--- src/rtl/ltc2174_pkg.sv ---
// Shared constants for the LTC2174 serial-port responder: register map,
// field bit positions and the frame FSM state encoding.
`timescale 1ns/1ps
package ltc2174_pkg;

  localparam logic [6:0] ADDR_RESET   = 7'd0;
  localparam logic [6:0] ADDR_FORMAT  = 7'd1;
  localparam logic [6:0] ADDR_OUTMODE = 7'd2;
  localparam logic [6:0] ADDR_TESTMSB = 7'd3;
  localparam logic [6:0] ADDR_TESTLSB = 7'd4;

  localparam logic [7:0] REG_RST_VAL = 8'h00;

  localparam int BIT_SWRESET  = 7;
  localparam int BIT_DSCOFF   = 7;
  localparam int BIT_RAND     = 6;
  localparam int BIT_TWOSCOMP = 5;
  localparam int BIT_TERMON   = 4;
  localparam int BIT_OUTOFF   = 3;
  localparam int BIT_OUTTEST  = 7;
  localparam int BIT_A3_RSVD  = 6;

  localparam logic [7:0] A3_WR_MASK = ~(8'h01 << BIT_A3_RSVD);

  typedef enum logic [1:0] {IDLE, CMD, DATA, DONE} spi_state_e;

endpackage

--- src/rtl/ltc2174_spi_slave_sync_edge.sv ---
// Multi-stage synchronizer for one asynchronous pin, with single-cycle
// rise/fall pulses derived from the synchronized level.
`timescale 1ns/1ps
module spi_sync_edge #(
  parameter int   SYNC_STAGES = 2,
  parameter logic RST_VAL     = 1'b0
) (
  input  logic clk,
  input  logic reset_n,
  input  logic i_pin,
  output logic o_level,
  output logic o_rise,
  output logic o_fall
);

  logic [SYNC_STAGES-1:0] r_sync;
  logic                   r_dly;

  always_ff @(posedge clk or negedge reset_n) begin
    if (!reset_n) begin
      r_sync <= {SYNC_STAGES{RST_VAL}};
      r_dly  <= RST_VAL;
    end else begin
      r_sync <= {r_sync[SYNC_STAGES-2:0], i_pin};
      r_dly  <= r_sync[SYNC_STAGES-1];
    end
  end

  assign o_level = r_sync[SYNC_STAGES-1];
  assign o_rise  = o_level & ~r_dly;
  assign o_fall  = ~o_level & r_dly;

endmodule

--- src/rtl/ltc2174_spi_slave.sv ---
// LTC2174 4-wire serial programming port responder: oversampled SPI frame
// decoder, register file A0..A4, mode-field outputs and read-back on SDO.
`timescale 1ns/1ps
module ltc2174_spi_slave
  import ltc2174_pkg::*;
#(
  parameter int SYNC_STAGES = 2,
  parameter int ADDR_MAX    = 4
) (
  input  logic        clk,
  input  logic        reset_n,
  input  logic        cs,
  input  logic        sck,
  input  logic        sdi,
  output logic        sdo,
  output logic        sdo_oe,
  output logic        dscoff,
  output logic        randomizer,
  output logic        twoscomp,
  output logic [4:0]  sleep,
  output logic [2:0]  ilvds,
  output logic        termon,
  output logic        outoff,
  output logic [2:0]  outmode,
  output logic        outtest,
  output logic [13:0] testpattern,
  output logic        wr_strobe,
  output logic [6:0]  wr_addr,
  output logic        frame_abort
);

  localparam logic [6:0] ADDR_TOP = (ADDR_MAX < 4) ? 7'(ADDR_MAX) : ADDR_TESTLSB;

  logic w_cs_lvl, w_cs_rise, w_cs_fall;
  logic w_sck_lvl_unused, w_sck_rise, w_sck_fall;
  logic w_sdi, w_sdi_rise_unused, w_sdi_fall_unused;

  spi_sync_edge #(.SYNC_STAGES(SYNC_STAGES), .RST_VAL(1'b1)) u_cs (
    .clk(clk), .reset_n(reset_n), .i_pin(cs),
    .o_level(w_cs_lvl), .o_rise(w_cs_rise), .o_fall(w_cs_fall));
  spi_sync_edge #(.SYNC_STAGES(SYNC_STAGES), .RST_VAL(1'b0)) u_sck (
    .clk(clk), .reset_n(reset_n), .i_pin(sck),
    .o_level(w_sck_lvl_unused), .o_rise(w_sck_rise), .o_fall(w_sck_fall));
  spi_sync_edge #(.SYNC_STAGES(SYNC_STAGES), .RST_VAL(1'b0)) u_sdi (
    .clk(clk), .reset_n(reset_n), .i_pin(sdi),
    .o_level(w_sdi), .o_rise(w_sdi_rise_unused), .o_fall(w_sdi_fall_unused));

  spi_state_e        r_state, w_state_nxt;
  logic [3:0]        r_cnt;
  logic [15:0]       r_shift;
  logic [15:0]       w_frame;
  logic              r_rw;
  logic [7:0]        r_out, w_rd_data;
  logic [7:0]        r_a1, r_a2, r_a3, r_a4;
  logic [7:0]        r_f1, r_f2, r_f4;
  logic [6:0]        r_f3;
  logic [SYNC_STAGES:0] r_settle;
  logic              r_armed;
  logic w_start, w_abort, w_shift, w_cmd_done, w_last, w_sdo_shift;

  assign w_frame = {r_shift[14:0], w_sdi};

  // After reset the synchronizers hold reset values; a cs fall is only trusted
  // once cs has been seen high with live data, so a frame in flight is skipped.
  always_ff @(posedge clk or negedge reset_n) begin
    if (!reset_n) begin
      r_settle <= '0;
      r_armed  <= 1'b0;
      r_state  <= IDLE;
    end else begin
      r_settle <= {r_settle[SYNC_STAGES-1:0], 1'b1};
      r_armed  <= r_armed | (r_settle[SYNC_STAGES] & w_cs_lvl);
      r_state  <= w_state_nxt;
    end
  end

  always_comb begin
    w_state_nxt = r_state;
    w_start     = 1'b0;
    w_abort     = 1'b0;
    w_shift     = 1'b0;
    w_cmd_done  = 1'b0;
    w_last      = 1'b0;
    w_sdo_shift = 1'b0;
    case (r_state)
      IDLE: if (w_cs_fall && r_armed) begin
        w_start     = 1'b1;
        w_state_nxt = CMD;
      end
      CMD: if (w_cs_rise) begin
        w_abort     = 1'b1;
        w_state_nxt = IDLE;
      end else if (w_sck_rise) begin
        w_shift = 1'b1;
        if (r_cnt == 4'd7) begin
          w_cmd_done  = 1'b1;
          w_state_nxt = DATA;
        end
      end
      DATA: if (w_cs_rise) begin
        w_abort     = 1'b1;
        w_state_nxt = IDLE;
      end else begin
        if (w_sck_rise) begin
          w_shift = 1'b1;
          if (r_cnt == 4'd15) begin
            w_last      = 1'b1;
            w_state_nxt = DONE;
          end
        end
        w_sdo_shift = w_sck_fall & r_rw;
      end
      DONE: if (w_cs_rise) w_state_nxt = IDLE;
      default: w_state_nxt = IDLE;
    endcase
  end

  // At the 8th rise w_frame[7:0] is the command byte {rw, addr}.
  always_comb begin
    w_rd_data = REG_RST_VAL;
    if (w_frame[6:0] <= ADDR_TOP) begin
      case (w_frame[6:0])
        ADDR_FORMAT:  w_rd_data = r_a1;
        ADDR_OUTMODE: w_rd_data = r_a2;
        ADDR_TESTMSB: w_rd_data = r_a3;
        ADDR_TESTLSB: w_rd_data = r_a4;
        default:      w_rd_data = REG_RST_VAL;
      endcase
    end
  end

  always_ff @(posedge clk or negedge reset_n) begin
    if (!reset_n) begin
      r_cnt       <= '0;
      r_shift     <= '0;
      r_rw        <= 1'b0;
      r_out       <= '0;
      sdo         <= 1'b0;
      sdo_oe      <= 1'b0;
      wr_strobe   <= 1'b0;
      wr_addr     <= '0;
      frame_abort <= 1'b0;
      r_a1 <= REG_RST_VAL;
      r_a2 <= REG_RST_VAL;
      r_a3 <= REG_RST_VAL;
      r_a4 <= REG_RST_VAL;
      r_f1 <= '0;
      r_f2 <= '0;
      r_f3 <= '0;
      r_f4 <= '0;
    end else begin
      wr_strobe   <= 1'b0;
      frame_abort <= w_abort;
      if (w_start) begin
        r_cnt   <= '0;
        r_shift <= '0;
      end else if (w_shift) begin
        r_cnt   <= r_cnt + 4'd1;
        r_shift <= w_frame;
      end
      if (w_cmd_done) begin
        r_rw <= w_frame[7];
        if (w_frame[7]) begin
          r_out  <= w_rd_data;
          sdo_oe <= 1'b1;
        end
      end
      if (w_sdo_shift) begin
        sdo   <= r_out[7];
        r_out <= {r_out[6:0], 1'b0};
      end
      if (w_cs_rise) begin
        sdo_oe <= 1'b0;
        sdo    <= 1'b0;
      end
      // w_frame on the 16th rise is {rw, addr[6:0], data[7:0]}.
      if (w_last && !w_frame[15] && (w_frame[14:8] <= ADDR_TOP)) begin
        case (w_frame[14:8])
          ADDR_RESET: if (w_frame[BIT_SWRESET]) begin
            r_a1      <= REG_RST_VAL;
            r_a2      <= REG_RST_VAL;
            r_a3      <= REG_RST_VAL;
            r_a4      <= REG_RST_VAL;
            wr_strobe <= 1'b1;
            wr_addr   <= ADDR_RESET;
          end
          ADDR_FORMAT:  r_a1 <= w_frame[7:0];
          ADDR_OUTMODE: r_a2 <= w_frame[7:0];
          ADDR_TESTMSB: r_a3 <= w_frame[7:0] & A3_WR_MASK;
          ADDR_TESTLSB: r_a4 <= w_frame[7:0];
          default: ;
        endcase
        if (w_frame[14:8] != ADDR_RESET) begin
          wr_strobe <= 1'b1;
          wr_addr   <= w_frame[14:8];
        end
      end
      r_f1 <= r_a1;
      r_f2 <= r_a2;
      r_f3 <= {r_a3[BIT_OUTTEST], r_a3[5:0]};
      r_f4 <= r_a4;
    end
  end

  assign dscoff      = r_f1[BIT_DSCOFF];
  assign randomizer  = r_f1[BIT_RAND];
  assign twoscomp    = r_f1[BIT_TWOSCOMP];
  assign sleep       = r_f1[4:0];
  assign ilvds       = r_f2[7:5];
  assign termon      = r_f2[BIT_TERMON];
  assign outoff      = r_f2[BIT_OUTOFF];
  assign outmode     = r_f2[2:0];
  assign outtest     = r_f3[6];
  assign testpattern = {r_f3[5:0], r_f4};

endmodule

--- config.mk ---
export PLATFORM = sky130hd
export DESIGN_NAME = ltc2174_spi_slave
export DESIGN_NICKNAME = d
export VERILOG_FILES = /design/src/rtl/ltc2174_pkg.sv /design/src/rtl/ltc2174_spi_slave_sync_edge.sv /design/src/rtl/ltc2174_spi_slave.sv
export SDC_FILE = /design/constraint.sdc
export NUM_CORES = 1
export LEC_CHECK = 0
export BUFFER_PORTS_ARGS = -buffer_cell sky130_fd_sc_hd__buf_2
export CAP_MARGIN = 30
export CORE_ASPECT_RATIO = 1.75
export CORE_MARGIN = 3
export CORE_UTILIZATION = 45
export DETAILED_ROUTE_END_ITERATION = 7
export SETUP_SLACK_MARGIN = 0.4
export SLEW_MARGIN = 10
export SYNTH_ARGS = -nofsm -noshare
export SYNTH_HDL_FRONTEND = slang
export SYNTH_HIERARCHICAL = 1
export SYNTH_SLANG_ARGS = --single-unit
--- constraint.sdc ---
create_clock -name clk -period 2.3 [get_ports clk]
set_clock_uncertainty 0.05 [all_clocks]
set_input_delay 0.345 -clock clk [delete_from_list [all_inputs] [get_ports clk]]
set_output_delay 0.345 -clock clk [all_outputs]
set_load 0.05 [all_outputs]
==> results of run 1 <==
[cell usage in the layout, fill, tap and decap left out, drive strengths merged, types with 2 or more instances in the layout]
master / n
nor2b: 4
nand2: 67
mux2i: 19
nand4b: 2
a21oi: 33
nand3b: 17
a21o: 4
buf: 70
a22oi: 6
clkbuf: 24
dlygate4sd3: 4
nor3: 3
clkinvlp: 4
nand4: 2
nor4b: 2
bufinv: 2
dfrtp: 112
nand3: 3
nor2: 8
and2b: 4
ha: 6
xor2: 2
o21ai: 15
and2: 6
and3: 4
clkinv: 2
mux2: 3
dfstp: 3
inv: 21
a22o: 15
[power by group through the flow]
stage          logic, mW  registers (mW)  clock network, mW
4_1_cts            0.680            2.23               2.63
6_report           0.716            2.23               2.58
3_3_place_gp       0.631            2.25                  0
3_5_place_dp       0.646            2.26                  0
2_1_floorplan      0.474            2.21                  0
5_1_grt            0.788            2.24               2.72
[through the flow]
step / worst slack, ns / area [um2] / power, mW / instances
floorplan: 0.435 / 4660 / 2.68 / 395
global placement: 0.230 / 5050 / 2.88 / 561
detailed placement: 0.147 / 5050 / 2.90 / 561
CTS: 0.330 / 5750 / 5.53 / 600
global route: 0.266 / 5820 / 5.75 / 606
finish: 0.342 / 5820 / 5.53 / 606
[metal layers]
metal	track usage, %	part of all wire (%)	up-vias
met4	6.63	1.9	0
met2	34.2	56	50
li1	-	-	1489
met3	4.74	2.8	17
met1	20.8	39	1580
met5	0	0	-
[path summary, 6_finish.rpt]
check                                            end  cells past startpoint                      start  slack [ns]
setup / recovery                 r_a4[6]$_DFFE_PN0P_                      7       u_cs/r_dly$_DFF_PN1_        0.34
hold / removal             u_sck/r_sync[1]$_DFF_PN0_                      0  u_sck/r_sync[0]$_DFF_PN0_        0.29
setup reg to reg                 r_a4[6]$_DFFE_PN0P_                      7       u_cs/r_dly$_DFF_PN1_        0.34
hold reg to reg            u_sck/r_sync[1]$_DFF_PN0_                      0  u_sck/r_sync[0]$_DFF_PN0_        0.29
max in group asynchronous     r_shift[2]$_DFFE_PN0P_                      3                    reset_n        1.08
min in group asynchronous          r_f4[5]$_DFF_PN0_                      2                    reset_n        0.43
[flip-flops by register name (all words and copies together) (netlist names), 3 cells and up]
register / count
r_a2: 8
r_f3: 7
r_settle: 3
r_f4: 8
r_f2: 8
r_out: 8
wr_addr: 7
r_shift: 15
r_cnt: 4
r_a3: 7
r_f1: 8
r_a1: 8
r_a4: 8
[layout make-up]
| type | count | share of cell area [%] |
|---|---|---|
| Clock inverter | 8 | 1.72 |
| Timing Repair Buffer | 74 | 8.47 |
| Clock buffer | 24 | 8.44 |
| Sequential cell | 115 | 49.5 |
| Multi-Input combinational cell | 239 | 27.8 |
| Tap cell | 125 | 2.69 |
| Inverter | 21 | 1.35 |
[critical path: stages, from the launching register on]
cell and delay, ns:
dfstp_2 0.54, nor2b_2 0.04, buf_6 0.12, nor4b_4 0.19
buf_4 0.17, and3_4 0.20, nand3b_1 0.23, a22o_1 0.29
[timing repair]
item                       CTS  global route
gates resized for setup      8            16
hold buffers                 4             0
setup endpoints to repair   46            50
hold endpoints to repair    45             0
buffers inserted             3             6
pin swaps                   11             7
==> impl_metrics.toml, run 1 <==
[status]
outcome = "finished, final reports clean"

[floorplan]
start_util_pct = 46.8
ioPinCount = 47
dieWidth_um = 83.0
rows = 48
core_area_um2 = 9970
die_area_um2 = 11700
fp.dieH_um = 141

[power_and_ir_drop]
pwr-share-clk_pct = 46.7
power.density_nw_per_um2 = 949
p_leak_nw = 2.76
swShare_pct = 25.7
combPwrFrac_pct = 13.0
power.internal_mw = 4.11
pwr-share-seq_pct = 40.3
switchingPower_mw = 1.42
ir_drop_uv = 644

[sta]
whs_ns = 0.295
fin_crit_ns = 1.96
fin_crit_sh_pct = 85.1
rsz0062_at_grt = "true"
finalHoldViolCount = 0
relSlewSlack_pct = 58.5
drv_slew = 0
finalSetupViolCount = 0
clock.fmax_mhz = 511
worst_pin_slew_ns = 0.622
tns_ns = 0

[setup_path]
required_ns = 2.54
arrival_ns = 2.19
criticalPathCategory = "reg -> reg"
start_kind = "register"
cp_max_fo = 8
endpoint_kind = "register"

[drt]
drt_iter0_drc = 216
ant_nets = 0
vias_per_cell = 5.17
vias = 3136
drt_wl_total_um = 10200
drc_errors = 0
firstDrtPassIters = 4
routedWlPerCell_um = 16.8

[cts]
clock_path_buffers = 2
cts_root_buf = "clkbuf_16"
clock_latency_ns = 0.41
clock-sinks = 115
cts_made_buffers = 17
htree_num_levels = 4
cts_tree = "yes"
clk_pin_slew_ns = 0.05

[cells_and_area]
antenna_cells = 0
multi_input_area_um2 = 1620
drive_above_1_share_pct = 27.0
nFillCells = 870
final_nets = 479
regArea_um2 = 2880
post-route-util_pct = 58.4
syn2layout_area_growth_pct = 24.9

[place]
dp_hpwl_um = 6780
numPortBuffers = 46
gp_congestion = 0.790

[grt]
antenna_found_initial = 0
grt_pass1_vias = 3227
grt_overflow_total = 0
grt_pass1_wl_um = 16900
grt_max_degree = 46
grt_use_total_pct = 18.7

[job]
cap_violations = 0

[synth]
synth_nets = 406
syn_area_um2 = 4660
avgSynthCellArea_um2 = 11.8
yosysWarnings = 6
synthCells = 395

[hold_path]
hold_class = "reg -> reg"
Note: power is estimated with default switching activity, not from simulation.
==> inputs of run 2 (changes only) <==
--- a/config.mk
+++ b/config.mk
@@ -15,5 +15,4 @@
 export SLEW_MARGIN = 10
 export SYNTH_ARGS = -nofsm -noshare
 export SYNTH_HDL_FRONTEND = slang
-export SYNTH_HIERARCHICAL = 1
 export SYNTH_SLANG_ARGS = --single-unit
==> run 2 against run 1 <==
Against the previous run:
- maximum frequency grew 1.7%
- largest cell class unchanged
- count of clock-buffer cells in the layout shrank 3
- total power grew 5.4%
- register-to-register slack gained 0.03 ns
==> impl_metrics.toml, run 2 <==
[place]
dp_hpwl_um = 7540
gp_congestion = 0.880
placed_area_um2 = 5310
numPortBuffers = 46
dp_cells = 573

[drt]
routedWlPerCell_um = 17.9
vias = 3351
vias_per_cell = 5.36
drt_iter0_drc = 152
ant_nets = 0
drt_wl_total_um = 11200
firstDrtPassIters = 4
drc_errors = 0

[power_and_ir_drop]
power.density_nw_per_um2 = 930
combPwrFrac_pct = 15.2
pwr-share-seq_pct = 38.3
p_leak_nw = 2.93
ir_drop_uv = 690
switchingPower_mw = 1.51
power.internal_mw = 4.32
finalPower_mw = 5.83
pwr-share-clk_pct = 46.5
swShare_pct = 25.9

[cts]
clock_latency_ns = 0.41
clock_path_buffers = 2
htree_num_levels = 4
cts_root_buf = "clkbuf_16"
clock-sinks = 115
clk_pin_slew_ns = 0.05
cts_made_buffers = 17
cts_tree = "yes"

[synth]
synth-simple-area-share_pct = 15.3
avgSynthCellArea_um2 = 12.1
synth_compound_area_share_pct = 7.53
seq_area_frac_synth_pct = 59.8
synth_edf_count = 0
async_flop_share_pct = 100
synth_top_area_share_pct = 58.1
synth_area_leaders = "dfrtp_1 (58%), mux2i_1 (8.1%), mux2_2 (2.6%)"
synth.distinct_cells = 64
synthAdderAreaFrac_pct = 1.30
synthMuxAreaShare_pct = 10.7
yosys.area.top_type = "dfrtp_1"
synth_xor_area_share_pct = 0.545
ys_seq_elements = 115
synthCells = 397
synth.most_common_cell = "dfrtp_1"
synth_common_cells = "dfrtp_1 (112), mux2i_1 (39), nand2_1 (31)"
synth_ff_type = "dfrtp_1"
syn_area_um2 = 4820
synth_top_family_by_area = "simple AND/OR/NAND/NOR gates"
synth_nets = 407
yosysWarnings = 0

[floorplan]
die_area_um2 = 12000
rows = 49
fp.dieH_um = 143
dieWidth_um = 84.2
core_area_um2 = 10400
ioPinCount = 47
start_util_pct = 46.5

[cells_and_area]
largest_reg_flops = 15
syn2layout_area_growth_pct = 29.9
final-instance-count-excl-fill = 625
regMostFlops = "r_shift"
stdcell_area_um2 = 6260
antenna_cells = 0
nFillCells = 838
drive_above_1_share_pct = 35.5
final_cell_mix = "dfrtp_1 (110), buf_2 (45), mux2i_1 (36)"
post-route-util_pct = 60.5
final_nets = 495
final_common_cell = "dfrtp_1"

[setup_path]
cp_max_fo = 7
r2r_end = "r_out[6]$_DFFE_PN0P_"
criticalPathCategory = "reg -> reg"
critical_path.top_delay_family = "simple AND/OR/NAND/NOR gates"
path_cells = "inv_2, ha_2, nand2_1, or4_4, and3_2, a211o_1"
endpoint_kind = "register"
required_ns = 2.53
cp_num_buf_inv = 1
start_kind = "register"
rrSetupSlack_ns = 0.38
arrival_ns = 2.16
crit_slowest_cell = "or4_4"
crit_path_max_incr_delay_ns = 0.50
reg2reg_from = "r_state[1]$_DFFE_PN0P_"
r2r_cells = 6

[sta]
rsz0062_at_grt = "true"
finalSetupViolCount = 0
fin_crit_ns = 1.92
fin_crit_sh_pct = 83.7
clock.fmax_mhz = 519
drv_slew = 0
finalHoldViolCount = 0
relSlewSlack_pct = 62.5
tns_ns = 0
worst_pin_slew_ns = 0.563

[job]
cap_violations = 0

[hold_path]
hold_class = "reg -> reg"
min_from = "u_sck.r_sync[0]$_DFF_PN0_"
min_delay_path_depth = 0
hold_end = "u_sck.r_sync[1]$_DFF_PN0_"

[grt]
antenna_found_initial = 0
grt_pass1_vias = 3513
grt_max_degree = 44
grt_pass1_wl_um = 18300
grt_use_total_pct = 19.9
grt_overflow_total = 0

[status]
outcome = "finished, final reports clean"
-- run 2: layout make-up --
cell class,instances,area (um2),area share (%)
sequential,115,2880,46.0
multi-input combinational,231,1840,29.4
timing repair buffer,90,643,10.3
clock buffer,21,470,7.51
tap,127,159,2.54
clock inverter,11,150,2.40
inverter,30,113,1.80
-- run 2: worst max path at each step --
stage / startpoint / end / slack, ns / depth (start not counted)
floorplan: u_cs.r_dly$_DFF_PN1_ / r_out[1]$_DFFE_PN0P_ / 0.36 / 6
global placement: r_state[0]$_DFFE_PN0P_ / wr_addr[0]$_DFFE_PN0P_ / 0.28 / 6
detailed placement: r_state[0]$_DFFE_PN0P_ / wr_addr[1]$_DFFE_PN0P_ / 0.20 / 6
CTS: r_state[0]$_DFFE_PN0P_ / r_a2[3]$_DFFE_PN0P_ / 0.39 / 7
global route: r_state[1]$_DFFE_PN0P_ / r_out[6]$_DFFE_PN0P_ / 0.29 / 6
finish: r_state[1]$_DFFE_PN0P_ / r_out[6]$_DFFE_PN0P_ / 0.38 / 6
-- run 2: power groups by stage --
stage	Combinational [mW]	Clock, mW	Sequential [mW]
floorplan	0.512	0	2.21
global placement	0.683	0	2.25
detailed placement	0.707	0	2.26
CTS	0.816	2.77	2.23
global route	0.973	2.86	2.24
finish	0.885	2.71	2.23
-- run 2: logic make-up (layout without fill, tap and decap cells) --
group                      Yosys count  after routing
buffers and inverters               51            152
other                                1              1
muxes                               50             50
DFF                                115            115
and+or+nand+nor                    124            124
AOI/OAI and AO/OA                   48             48
adders and majority gates            5              5
xor gates and xnor gates             3              3
-- run 2: what timing repair did --
action	4_1_cts	5_1_grt
pin swaps	6	6
hold endpoints to repair	44	0
hold buffers	4	0
endpoints found under the setup margin	62	57
gates resized for setup	20	18
cloned	0	1
buffers inserted	8	7
-- run 2: per-layer routing --
layer | GRT usage [%] | wire length (um) | part of all wire [%] | vias to the layer above
met5 | 0 | 0 | 0 | -
met4 | 10.8 | 430 | 3.8 | 0
met3 | 4.10 | 414 | 3.7 | 31
met2 | 35.7 | 6140 | 55 | 88
met1 | 21.9 | 4200 | 38 | 1675
li1 | - | - | - | 1557
-- run 2: stage by stage --
stage               hold WS (ns)  setup slack, ns
finish                     0.295            0.375
floorplan              -0.000591            0.364
CTS                        0.298            0.391
global route               0.308            0.295
detailed placement         0.285            0.202
global placement           0.284            0.284
==> inputs of run 3 (changes only) <==
--- a/config.mk
+++ b/config.mk
@@ -5,12 +5,14 @@
 export SDC_FILE = /design/constraint.sdc
 export NUM_CORES = 1
 export LEC_CHECK = 0
+export ABC_AREA = 1
 export BUFFER_PORTS_ARGS = -buffer_cell sky130_fd_sc_hd__buf_2
 export CAP_MARGIN = 30
 export CORE_ASPECT_RATIO = 1.75
 export CORE_MARGIN = 3
 export CORE_UTILIZATION = 45
 export DETAILED_ROUTE_END_ITERATION = 7
+export PLACE_DENSITY = 0.66
 export SETUP_SLACK_MARGIN = 0.4
 export SLEW_MARGIN = 10
 export SYNTH_ARGS = -nofsm -noshare
==> constraint.sdc (replaced) <==
create_clock -name clk -period 1.6 [get_ports clk]
set_clock_uncertainty 0.05 [all_clocks]
set_input_delay 0.24 -clock clk [delete_from_list [all_inputs] [get_ports clk]]
set_output_delay 0.24 -clock clk [all_outputs]
set_load 0.05 [all_outputs]
==> run 3 against run 2 <==
Against the previous run:
- critical path type unchanged
- the run now ends with negative setup slack left
- synthesized cell count grew 30%
- synthesized area shrank 1.6%
- clock power grew 52%
- sequential share of layout area shrank 6.1 points
- non-clock buffer count grew 29
- wire length grew 14%
- total power grew 48%
- core utilization grew 9.6 points
- sequential power grew 38%
- count of clock-buffer cells in the layout grew 2
==> impl_metrics.toml, run 3 <==
[grt]
antenna_found_initial = 0
grt_use_total_pct = 22.0
grt_pass1_vias = 4205
grt_overflow_total = 0
grt_max_degree = 33
grt_pass1_wl_um = 20300

[setup_path]
timing.critical_path.to = "wr_addr[1]$_DFFE_PN0P_"
rrSetupSlack_ns = -0.18
crit_slowest_cell = "dfrtp_1"
cp_num_buf_inv = 1
startpoint = "r_cnt[1]$_DFFE_PN0P_"
crit_path_max_incr_delay_ns = 0.35
path_cells = "ha_2, nand2_2, nor2_4, nand3_2, nor2_4, nand2_4, nor2_4, inv_4, nand2_1, nand2_1"
r2r_end = "wr_addr[1]$_DFFE_PN0P_"
start_kind = "register"
criticalPathCategory = "reg -> reg"
critical_path_depth = 10
arrival_ns = 2.03
cp_max_fo = 7
endpoint_kind = "register"
reg2reg_from = "r_cnt[1]$_DFFE_PN0P_"
r2r_cells = 10
required_ns = 1.85
critical_path.top_delay_family = "simple AND/OR/NAND/NOR gates"
crit_top_cell = "nor2_4"

[place]
numPortBuffers = 46
gp_congestion = 0.859
dp_cells = 728
dp_hpwl_um = 7950

[sta]
fin_crit_sh_pct = 112
whs_ns = 0.265
tns_ns = -4.27
drv_slew = 0
finalSetupViolCount = 49
setup_ws_ns = -0.184
fin_crit_ns = 1.78
rsz0062_at_grt = "true"
finalHoldViolCount = 0
clock.fmax_mhz = 560

[synth]
yosysWarnings = 0
synth_top_area_share_pct = 59.1
synth_edf_count = 0
synth_nets = 528
syn_area_um2 = 4740
avgSynthCellArea_um2 = 9.15
synth.distinct_cells = 29
seq_area_frac_synth_pct = 60.8
ys_seq_elements = 115
synth.most_common_cell = "nand2_1"
synth_area_leaders = "dfrtp_1 (59%), nand2_1 (15%), nor2_1 (4.8%)"
synthCells = 518
synth_common_cells = "nand2_1 (193), dfrtp_1 (112), nor2_1 (61)"
async_flop_share_pct = 100
yosys.area.top_type = "dfrtp_1"
synth_ff_type = "dfrtp_1"

[drt]
drc_errors = 0
routedWlPerCell_um = 16.0
drt_iter0_drc = 283
firstDrtPassIters = 5
vias_per_cell = 5.13
drt_wl_total_um = 12800
ant_nets = 0
vias = 4087

[cts]
cts_made_buffers = 17
clock-sinks = 115
htree_num_levels = 4
clock_path_buffers = 2
clk_pin_slew_ns = 0.05
cts_root_buf = "clkbuf_16"
cts_tree = "yes"
clock_latency_ns = 0.41

[floorplan]
start_util_pct = 46.0
rows = 49
fp.dieH_um = 142
dieWidth_um = 83.6
core_area_um2 = 10300
die_area_um2 = 11900
ioPinCount = 47

[cells_and_area]
largest_reg_flops = 15
nFillCells = 692
drive_above_1_share_pct = 39.2
final_common_cell = "nand2_1"
syn2layout_area_growth_pct = 52.2
final_cell_mix = "nand2_1 (162), dfrtp_1 (112), buf_6 (57)"
antenna_cells = 0
final_nets = 666
regMostFlops = "r_shift"
final-instance-count-excl-fill = 796

[hold_path]
hold_class = "in -> async"

[power_and_ir_drop]
p_leak_nw = 3.59
ir_drop_uv = 937
power.density_nw_per_um2 = 1200

[job]
cap_violations = 0

[status]
violations = "negative setup slack"
outcome = "finished, violations left"
run 3: cells by family after synthesis:
logic type / Yosys count / synth area share, %
and+or+nand+nor: 311 / 29.1
DFF: 115 / 60.8
buffers and inverters: 52 / 4.25
AOI/OAI and AO/OA: 34 / 4.46
adders and majority gates: 5 / 1.32
other: 1 / 0.0791
run 3: layout make-up:
class	instances	area [um2]	area share [%]
multi-input cells	353	2110	29.3
well taps	127	159	2.20
repair buffers	119	1200	16.7
clock inverters	9	176	2.44
clock buffers	23	468	6.48
inverters	50	215	2.98
flip-flops and latches	115	2880	39.9
run 3: worst reg2reg max path, delay by kind of cell, from the launching register on:
family        cells  cell delay [ns]
fa+ha+maj         1             0.19
flops             1             0.35
buf+inv           1             0.09
simple gates      8             1.00
run 3: routing by layer:
| metal | vias to the layer above | share of wire (%) | routed length (um) | GRT usage (%) |
|---|---|---|---|---|
| li1 | 1918 | - | - | - |
| met1 | 1986 | 36 | 4630 | 22.5 |
| met2 | 133 | 54 | 6880 | 39.9 |
| met3 | 50 | 3.8 | 481 | 4.36 |
| met4 | 0 | 6.0 | 764 | 14.7 |
| met5 | - | 0 | 0 | 0 |
run 3: power breakdown:
part           leakage [nW]  total, mW  switching, mW  internal [mW]
clock                 0.312       4.11           1.27           2.84
sequential             1.57       3.07         0.0603           3.01
combinational          1.71       1.47          0.892          0.580
total                  3.59       8.65           2.22           6.43
run 3: stage by stage:
step / util [%] / cell area, um2 / total power, mW / setup WS, ns
final: 70.1 / 7220 / 8.65 / -0.184
after global routing: 70.1 / 7220 / 8.94 / -0.295
after CTS: 68.2 / 7030 / 8.61 / -0.0475
after detailed placement: 53.6 / 5520 / 4.14 / -0.104
after global placement: 53.6 / 5520 / 4.11 / -0.0319
after floorplan: - / 4800 / 3.70 / 0.00250
run 3: how the worst min path moves through the flow:
stage | end | slack, ns
floorplan | frame_abort$_DFF_PN0_ | -0.11
detailed placement | r_f3[1]$_DFF_PN0_ | 0.16
CTS | r_f3[1]$_DFF_PN0_ | 0.28
finish | r_f3[1]$_DFF_PN0_ | 0.26
global route | u_sdi.r_sync[1]$_DFF_PN0_ | 0.30
global placement | r_f3[0]$_DFF_PN0_ | 0.16
run 3: what timing repair did:
| item | in CTS | in global routing |
|---|---|---|
| setup buffers | 18 | 11 |
| gates cloned | 3 | 0 |
| pin swaps | 65 | 27 |
| endpoints found under the hold margin | 31 | 0 |
| hold buffers | 4 | 0 |
| resized for setup | 173 | 33 |
| setup endpoints to repair | 113 | 114 |
